==> src/rtl/fetch_stage.sv <==
// Instruction-fetch stage: owns the PC, addresses the combinational
// instruction ROM and loads the IF/ID pipeline register. Applies stall,
// flush and branch/jump/jr redirects from decode and the hazard unit.
// Optional macro FETCH_PERF_CNT_EN adds fetch_cnt / bubble_cnt counters.
module fetch_stage #(
  parameter logic [31:0] RESET_PC   = 32'h0000_0000,
  parameter int          IMEM_DEPTH = 64,
  parameter logic [31:0] NOP_WORD   = 32'h0000_0000
) (
  input  logic        clk,
  input  logic        rst,
  input  logic        stall_f,
  input  logic        stall_d,
  input  logic        flush_d,
  input  logic [1:0]  pc_src_d,
  input  logic [31:0] branch_tgt_d,
  input  logic [31:0] jump_tgt_d,
  input  logic [31:0] jr_tgt_d,
  output logic [31:0] imem_adr,
  input  logic [31:0] imem_dout,
  output logic [31:0] instr_d,
  output logic [31:0] pc_d,
  output logic [31:0] pcplus4_d,
`ifdef FETCH_PERF_CNT_EN
  output logic [31:0] fetch_cnt,
  output logic [31:0] bubble_cnt,
`endif
  output logic        valid_d
);

  typedef enum logic [1:0] {
    SRC_SEQ = 2'b00,
    SRC_BR  = 2'b01,
    SRC_J   = 2'b10,
    SRC_JR  = 2'b11
  } pc_src_e;

  // Word count expressed in PC[31:2] width for the range compare.
  localparam logic [29:0] DEPTH_W = 30'(IMEM_DEPTH);

  logic [31:0] prog_cnt_q, prog_cnt_d;
  logic [31:0] pc_plus4;
  logic        in_range;

  logic [31:0] ifid_instr_q, ifid_instr_d;
  logic [31:0] ifid_pc_q, ifid_pc_d;
  logic [31:0] ifid_pcp4_q, ifid_pcp4_d;
  logic        ifid_valid_q, ifid_valid_d;

  assign imem_adr = prog_cnt_q;
  assign pc_plus4 = prog_cnt_q + 32'd4;  // wraps modulo 2^32
  assign in_range = (prog_cnt_q[31:2] < DEPTH_W);

  // Next-PC selection: stall holds, otherwise sequential or word-aligned redirect.
  always_comb begin
    // NOTE: default first so every path assigns prog_cnt_d and no latch is inferred.
    prog_cnt_d = prog_cnt_q;
    if (!stall_f) begin
      case (pc_src_e'(pc_src_d))
        SRC_SEQ: prog_cnt_d = pc_plus4;
        SRC_BR:  prog_cnt_d = {branch_tgt_d[31:2], 2'b00};
        SRC_J:   prog_cnt_d = {jump_tgt_d[31:2], 2'b00};
        SRC_JR:  prog_cnt_d = {jr_tgt_d[31:2], 2'b00};
        default: prog_cnt_d = pc_plus4;
      endcase
    end
  end

  // IF/ID next state: flush beats stall, stall holds, otherwise capture the fetch.
  always_comb begin
    ifid_instr_d = ifid_instr_q;
    ifid_pc_d    = ifid_pc_q;
    ifid_pcp4_d  = ifid_pcp4_q;
    ifid_valid_d = ifid_valid_q;
    if (flush_d) begin
      ifid_instr_d = NOP_WORD;
      ifid_pc_d    = 32'h0;
      ifid_pcp4_d  = 32'h0;
      ifid_valid_d = 1'b0;
    end else if (!stall_d) begin
      // Out-of-range fetches become a bubble but keep their PC metadata.
      ifid_instr_d = in_range ? imem_dout : NOP_WORD;
      ifid_pc_d    = prog_cnt_q;
      ifid_pcp4_d  = pc_plus4;
      ifid_valid_d = in_range;
    end
  end

  // PC and IF/ID registers with asynchronous reset.
  always_ff @(posedge clk or posedge rst) begin
    if (rst) begin
      prog_cnt_q   <= RESET_PC;
      ifid_instr_q <= NOP_WORD;
      ifid_pc_q    <= 32'h0;
      ifid_pcp4_q  <= 32'h0;
      ifid_valid_q <= 1'b0;
    end else begin
      // NOTE: non-blocking assignments so all flops sample pre-edge values together.
      prog_cnt_q   <= prog_cnt_d;
      ifid_instr_q <= ifid_instr_d;
      ifid_pc_q    <= ifid_pc_d;
      ifid_pcp4_q  <= ifid_pcp4_d;
      ifid_valid_q <= ifid_valid_d;
    end
  end

  assign instr_d   = ifid_instr_q;
  assign pc_d      = ifid_pc_q;
  assign pcplus4_d = ifid_pcp4_q;
  assign valid_d   = ifid_valid_q;

`ifdef FETCH_PERF_CNT_EN
  logic [31:0] fetch_cnt_q, fetch_cnt_d;
  logic [31:0] bubble_cnt_q, bubble_cnt_d;

  // Count real loads and bubble loads into IF/ID; a stall (without flush) counts nothing.
  always_comb begin
    fetch_cnt_d  = fetch_cnt_q;
    bubble_cnt_d = bubble_cnt_q;
    if (flush_d || (!stall_d && !in_range)) begin
      bubble_cnt_d = bubble_cnt_q + 32'd1;
    end else if (!stall_d) begin
      fetch_cnt_d = fetch_cnt_q + 32'd1;
    end
  end

  // Performance counter registers.
  always_ff @(posedge clk or posedge rst) begin
    if (rst) begin
      fetch_cnt_q  <= 32'h0;
      bubble_cnt_q <= 32'h0;
    end else begin
      fetch_cnt_q  <= fetch_cnt_d;
      bubble_cnt_q <= bubble_cnt_d;
    end
  end

  assign fetch_cnt  = fetch_cnt_q;
  assign bubble_cnt = bubble_cnt_q;
`endif

endmodule

==> config.mk <==
export PLATFORM = sky130hd
export DESIGN_NAME = fetch_stage
export DESIGN_NICKNAME = d
export VERILOG_FILES = /design/src/rtl/fetch_stage.sv
export SDC_FILE = /design/constraint.sdc
export NUM_CORES = 1
export LEC_CHECK = 0
export ABC_AREA = 1
export CAP_MARGIN = 20
export CELL_PAD_IN_SITES_DETAIL_PLACEMENT = 1
export CELL_PAD_IN_SITES_GLOBAL_PLACEMENT = 1
export CORE_MARGIN = 1
export CORE_UTILIZATION = 33
export CTS_BUF_LIST = sky130_fd_sc_hd__clkbuf_8
export DETAILED_ROUTE_END_ITERATION = 12
export HOLD_SLACK_MARGIN = 0.08
export PLACE_DENSITY_LB_ADDON = 0.3
export SLEW_MARGIN = 40
export SYNTH_ARGS = -nofsm -noshare
export SYNTH_HDL_FRONTEND = slang
export SYNTH_SLANG_ARGS = --single-unit
==> constraint.sdc <==
create_clock -name clk -period 8.06 [get_ports clk]
set_clock_uncertainty 0.1 [all_clocks]
set_input_delay 1.209 -clock clk [delete_from_list [all_inputs] [get_ports clk]]
set_output_delay 1.209 -clock clk [all_outputs]
set_load 0.1 [all_outputs]
# Word level (Yosys, flattened, before mapping)
# Cells that the tools add are included.
[classes] n_addsub=1 order_cmp=1 n_eq_ne=4 n_mux=10 reduce_logical=1
[op_table] cell="$mux 32" count=7
[op_table] cell="$pmux 32 s4" count=1
[op_table] cell="$add 32x3->32 const B" count=1
[op_table] cell="$lt 30x7->1 const B" count=1
[op_table] cell="$eq 2x2->1 const B" count=2
[op_table] cell="$eq 2x1->1 const B" count=1
[op_table] cell="$logic_not 2->1" count=1
[op_table] cell="$mux 1" count=2
[op_table] cell="$ne 2x1->1 const B" count=1
[word_totals] reg_bits=129 input_bits=135 out_inout_bits=129 wordCells=22

# Logic depth before layout (Yosys ltp)
[depth] depth_word=4 depth_mapped=10 ltp_nobuf=10

# Least setup slack after synthesis
# OpenSTA, ideal clock, no wires.
[synth_path] path_type="reg-to-output" start="register ifid_pc_q[1], in the netlist pc_d[1]" end="output pc_d[1]" arrival_ps=1367 path_slack_ps=5384 path_stages_with_launch=2 n_path_buf=1 path_cell_list="dfrtp_1 > buf_4"
[synth_lines] item="start, declared" line_no="46" text="logic [31:0] ifid_pc_q, ifid_pc_d;"
[synth_lines] item="start signal, assigned" line_no="101" text="ifid_pc_q <= ifid_pc_d;"
[synth_lines] item="end, declared" line_no="22" text="output logic [31:0] pc_d,"
# No word-level cell between the ends.

# Final worst setup path
[layout_path] start="input pc_src_d[0]" end="register prog_cnt_q[13], in the netlist imem_adr[13]"
[layout_via] elab_chain_cells=2
[layout_rtl] item="start, declared" line_no="15" text="input logic [1:0] pc_src_d,"
[layout_rtl] item="$eq 2x2->1 (tied with other cells)" line_no="59" text="case (pc_src_e'(pc_src_d))"
[layout_rtl] item="$pmux 32 s4 (*)" line_no="59"
[layout_rtl] item="end signal, assigned" line_no="99" text="prog_cnt_q <= prog_cnt_d;"
[layout_rtl] item="end, declared" line_no="41" text="logic [31:0] prog_cnt_q, prog_cnt_d;"
# Every way passes the cells marked *; elsewhere a longest branch is shown, timed or not.
# A chain may end at the register's enable or synchronous reset.

==> impl_metrics.prom <==
# TYPE chip_impl_metric gauge
chip_impl_info{name="run_status",value="finished, final reports clean"} 1
chip_impl_metric{name="power_per_cell_area",unit="nW/um2"} 209.2
chip_impl_metric{name="synth_enable_flop_cells",unit=""} 0
chip_impl_metric{name="max_cap_violations",unit=""} 0
chip_impl_metric{name="synth_top_area_share",unit="%"} 47.37
chip_impl_metric{name="max_slew_margin",unit="%"} 50.83
chip_impl_metric{name="die_w",unit="um"} 142.9
chip_impl_metric{name="wl_per_cell",unit="um"} 16.95
chip_impl_info{name="cell_types_occupying_the_most_area_after_synthesis",value="sky130_fd_sc_hd__dfrtp_1 47%, sky130_fd_sc_hd__nand2_1 24%, sky130_fd_sc_hd__nand3_1 6.0%"} 1
chip_impl_metric{name="worst_ep_required_time",unit="ns"} 8.32
chip_impl_metric{name="clock_path_buffers",unit=""} 2
chip_impl_metric{name="synth_seq_area_share",unit="%"} 47.37
chip_impl_metric{name="grtUsageTotal",unit="%"} 24.53
chip_impl_metric{name="critical_path_arrival",unit="ns"} 3.26
chip_impl_metric{name="design.core.area",unit="um2"} 19460
chip_impl_metric{name="yosys_register_bits",unit=""} 124
chip_impl_metric{name="vdd.ir_drop.worst",unit="uV"} 96.11
chip_impl_info{name="final_cell_mix",value="414 x sky130_fd_sc_hd__nand2_1, 128 x sky130_fd_sc_hd__clkdlybuf4s50_1, 127 x sky130_fd_sc_hd__buf_2"} 1
chip_impl_metric{name="share_of_layout_cells_above_drive_strength_1",unit="%"} 16.75
chip_impl_metric{name="max_slew.worst_pin.slew",unit="ns"} 0.7375
chip_impl_info{name="grt_setup_unrepaired",value="false"} 1
chip_impl_metric{name="path_max_fanout",unit=""} 15
chip_impl_metric{name="antennaDiodeCount",unit=""} 0
chip_impl_info{name="synth_flop_cell",value="sky130_fd_sc_hd__dfrtp_1"} 1
chip_impl_metric{name="final_max_slew_viol_count",unit=""} 0
chip_impl_metric{name="gp_congestion",unit=""} 0.7960
chip_impl_metric{name="final_cell_count_no_fill",unit=""} 1423
chip_impl_metric{name="post-route-period-util",unit="%"} 37.18
chip_impl_metric{name="floorplan.rows",unit=""} 51
chip_impl_metric{name="num-nets-final",unit=""} 1282
chip_impl_metric{name="clk_pin_slew",unit="ns"} 0.07
chip_impl_metric{name="starting_utilization_of_the_core_area",unit="%"} 33.65
chip_impl_info{name="critPathLaunchType",value="input port"} 1
chip_impl_metric{name="grt_pass1_vias",unit=""} 6960
chip_impl_metric{name="cts_num_sinks",unit=""} 124
chip_impl_metric{name="initial_antenna_violation_count",unit=""} 0
chip_impl_metric{name="viasPerCell",unit=""} 4.826
chip_impl_metric{name="synthDistinctLibCells",unit=""} 36
chip_impl_metric{name="h-tree-depth",unit=""} 4
chip_impl_metric{name="final_hold_viol_count",unit=""} 0
chip_impl_metric{name="maximum_number_of_pins_on_one_net_before_global_route_repair",unit=""} 95
chip_impl_metric{name="detail_route.wirelength",unit="mm"} 24.12
chip_impl_metric{name="worstSkewPairLatency",unit="ns"} 0.45
chip_impl_metric{name="route.antenna.remaining_nets",unit=""} 0
chip_impl_metric{name="final.min_clock_period",unit="ns"} 2.996
chip_impl_metric{name="async_flop_share",unit="%"} 100.0
chip_impl_metric{name="cts_hold_repair.buffers",unit=""} 0
chip_impl_metric{name="drc_errors",unit=""} 0
chip_impl_info{name="timing_worst_setup_path_type",value="in -> reg"} 1
chip_impl_metric{name="dpl.hpwl",unit="mm"} 18.13
chip_impl_metric{name="number_of_cells_in_the_design_after_placement",unit=""} 1392
chip_impl_info{name="critical_path.endpoint_type",value="flop"} 1
chip_impl_metric{name="area_of_the_mapped_netlist",unit="um2"} 6550
chip_impl_metric{name="full_die_area",unit="um2"} 20420
chip_impl_metric{name="grt_pass1_wl",unit="mm"} 38.03
chip_impl_metric{name="areaGrowthSynthToFinish",unit="%"} 38.05
chip_impl_metric{name="post_cts_resized",unit=""} 0
chip_impl_metric{name="drt_first_iter_violations",unit=""} 306
chip_impl_metric{name="io_buffer_count",unit=""} 255
chip_impl_metric{name="power.leakage",unit="nW"} 4.756
chip_impl_metric{name="netlist_instances",unit=""} 909
chip_impl_metric{name="setup-tns-final",unit="ns"} 0
chip_impl_metric{name="ioPinCount",unit=""} 264
chip_impl_metric{name="synth_area_per_cell",unit="um2"} 7.206
chip_impl_metric{name="postCtsSetupBuffers",unit=""} 0
chip_impl_metric{name="route.vias.total",unit=""} 6868
chip_impl_metric{name="final_setup_fails",unit=""} 0
chip_impl_metric{name="first_pass_iters",unit=""} 4
chip_impl_metric{name="cts_inserted_buffers",unit=""} 17
chip_impl_metric{name="global_route_congestion_overflow_total",unit=""} 0
chip_impl_info{name="layout.cells.most_common",value="sky130_fd_sc_hd__nand2_1"} 1
chip_impl_metric{name="max_clock_freq",unit="MHz"} 333.7
chip_impl_info{name="cts_tree",value="yes"} 1
chip_impl_info{name="path_type_of_the_worst_min_delay_path",value="reg -> reg"} 1
chip_impl_metric{name="ys_warn_count",unit=""} 0
chip_impl_info{name="root_buffer",value="sky130_fd_sc_hd__clkbuf_8"} 1
chip_impl_metric{name="die_h",unit="um"} 142.9
chip_impl_info{name="synth_largest_area_cell",value="sky130_fd_sc_hd__dfrtp_1"} 1
-- per-layer routing --
metal / GRT usage (%) / share of wire, % / vias up
li1: - / - / 3354
met3: 5.969 / 7.1 / 16
met1: 32.95 / 46 / 3255
met4: 5.603 / 0.90 / 0
met5: 0 / 0 / -
met2: 39.73 / 46 / 243
-- cell usage after synthesis, types with 5 or more instances --
library cell / number
sky130_fd_sc_hd__xor2_1: 5
sky130_fd_sc_hd__a31oi_1: 5
sky130_fd_sc_hd__buf_2: 15
sky130_fd_sc_hd__nor2_2: 6
sky130_fd_sc_hd__clkbuf_1: 22
sky130_fd_sc_hd__nand2_1: 414
sky130_fd_sc_hd__o21ai_0: 55
sky130_fd_sc_hd__dfrtp_1: 124
sky130_fd_sc_hd__inv_1: 51
sky130_fd_sc_hd__a21oi_1: 18
sky130_fd_sc_hd__nand4_1: 5
sky130_fd_sc_hd__nand2_2: 6
sky130_fd_sc_hd__buf_4: 8
sky130_fd_sc_hd__nor2_1: 56
sky130_fd_sc_hd__nand3_1: 78
-- cell type report --
| class | instances | area (um2) |
|---|---|---|
| Clock buffer | 19 | 261.5 |
| Clock inverter | 12 | 108.9 |
| Fill cell | 2470 | 10420 |
| Inverter | 55 | 209.0 |
| Multi-Input combinational cell | 685 | 3042 |
| Sequential cell | 124 | 3103 |
| Tap cell | 265 | 331.6 |
| Timing Repair Buffer | 263 | 1987 |
-- logic make-up after synthesis --
kind of cell               after synthesis  share of synthesized area (%)
and+or+nand+nor                        579                          36.68
other                                    1                        0.05725
AOI/OAI and AO/OA                       97                          8.367
buffers and inverters                  101                          6.533
xor gates and xnor gates                 6                         0.8023
DFF                                    124                          47.37
adders and majority gates                1                         0.1910
-- registers in the layout, indices dropped and copies added (netlist names) --
register,flops
instr_d,32
pc_d,31
imem_adr,30
pcplus4_d,30
valid_d,1
-- critical path: stages --
cell                              delay, ns
sky130_fd_sc_hd__clkdlybuf4s50_1       0.55
sky130_fd_sc_hd__inv_1                 0.23
sky130_fd_sc_hd__nor2_1                0.51
sky130_fd_sc_hd__buf_4                 0.30
sky130_fd_sc_hd__nand2_1               0.08
sky130_fd_sc_hd__nand3_1               0.09
sky130_fd_sc_hd__nor2_1                0.05
sky130_fd_sc_hd__nor2_1                0.11
sky130_fd_sc_hd__nand2_1               0.06
sky130_fd_sc_hd__o21ai_0               0.06
-- path summary, 6_finish.rpt --
| kind | slack, ns | from | end | depth (start not counted) |
|---|---|---|---|---|
| min reg2reg | 0.38 | pcplus4_d[3] | pcplus4_d[3] | 2 |
| min | 0.38 | pcplus4_d[3] | pcplus4_d[3] | 2 |
| min in group asynchronous | 1.09 | rst | instr_d[25] | 2 |
| max | 5.06 | pc_src_d[0] | imem_adr[13] | 10 |
| max reg2reg | 6.02 | imem_adr[2] | imem_adr[8] | 7 |
| max in group asynchronous | 5.61 | rst | imem_adr[13] | 3 |
-- stage by stage --
step / setup slack, ns / hold WS (ns) / utilization, % / total power, mW / cell area, um2
2_1_floorplan: 3.452 / 0.8750 / - / 1.179 / 6554
3_3_place_gp: 4.375 / 0.3613 / 47.75 / 1.405 / 9293
3_5_place_dp: 4.537 / 0.3602 / 44.55 / 1.373 / 8670
4_1_cts: 5.022 / 0.3778 / 46.45 / 1.907 / 9040
5_1_grt: 4.807 / 0.3930 / 46.46 / 1.968 / 9042
6_report: 5.064 / 0.3759 / 46.46 / 1.891 / 9042
-- where the power goes --
part | switching (mW) | internal, mW
logic | 0.504 | 0.136
registers | 0.0538 | 0.665
clock network | 0.251 | 0.282
(Power assumes the default switching activity.)
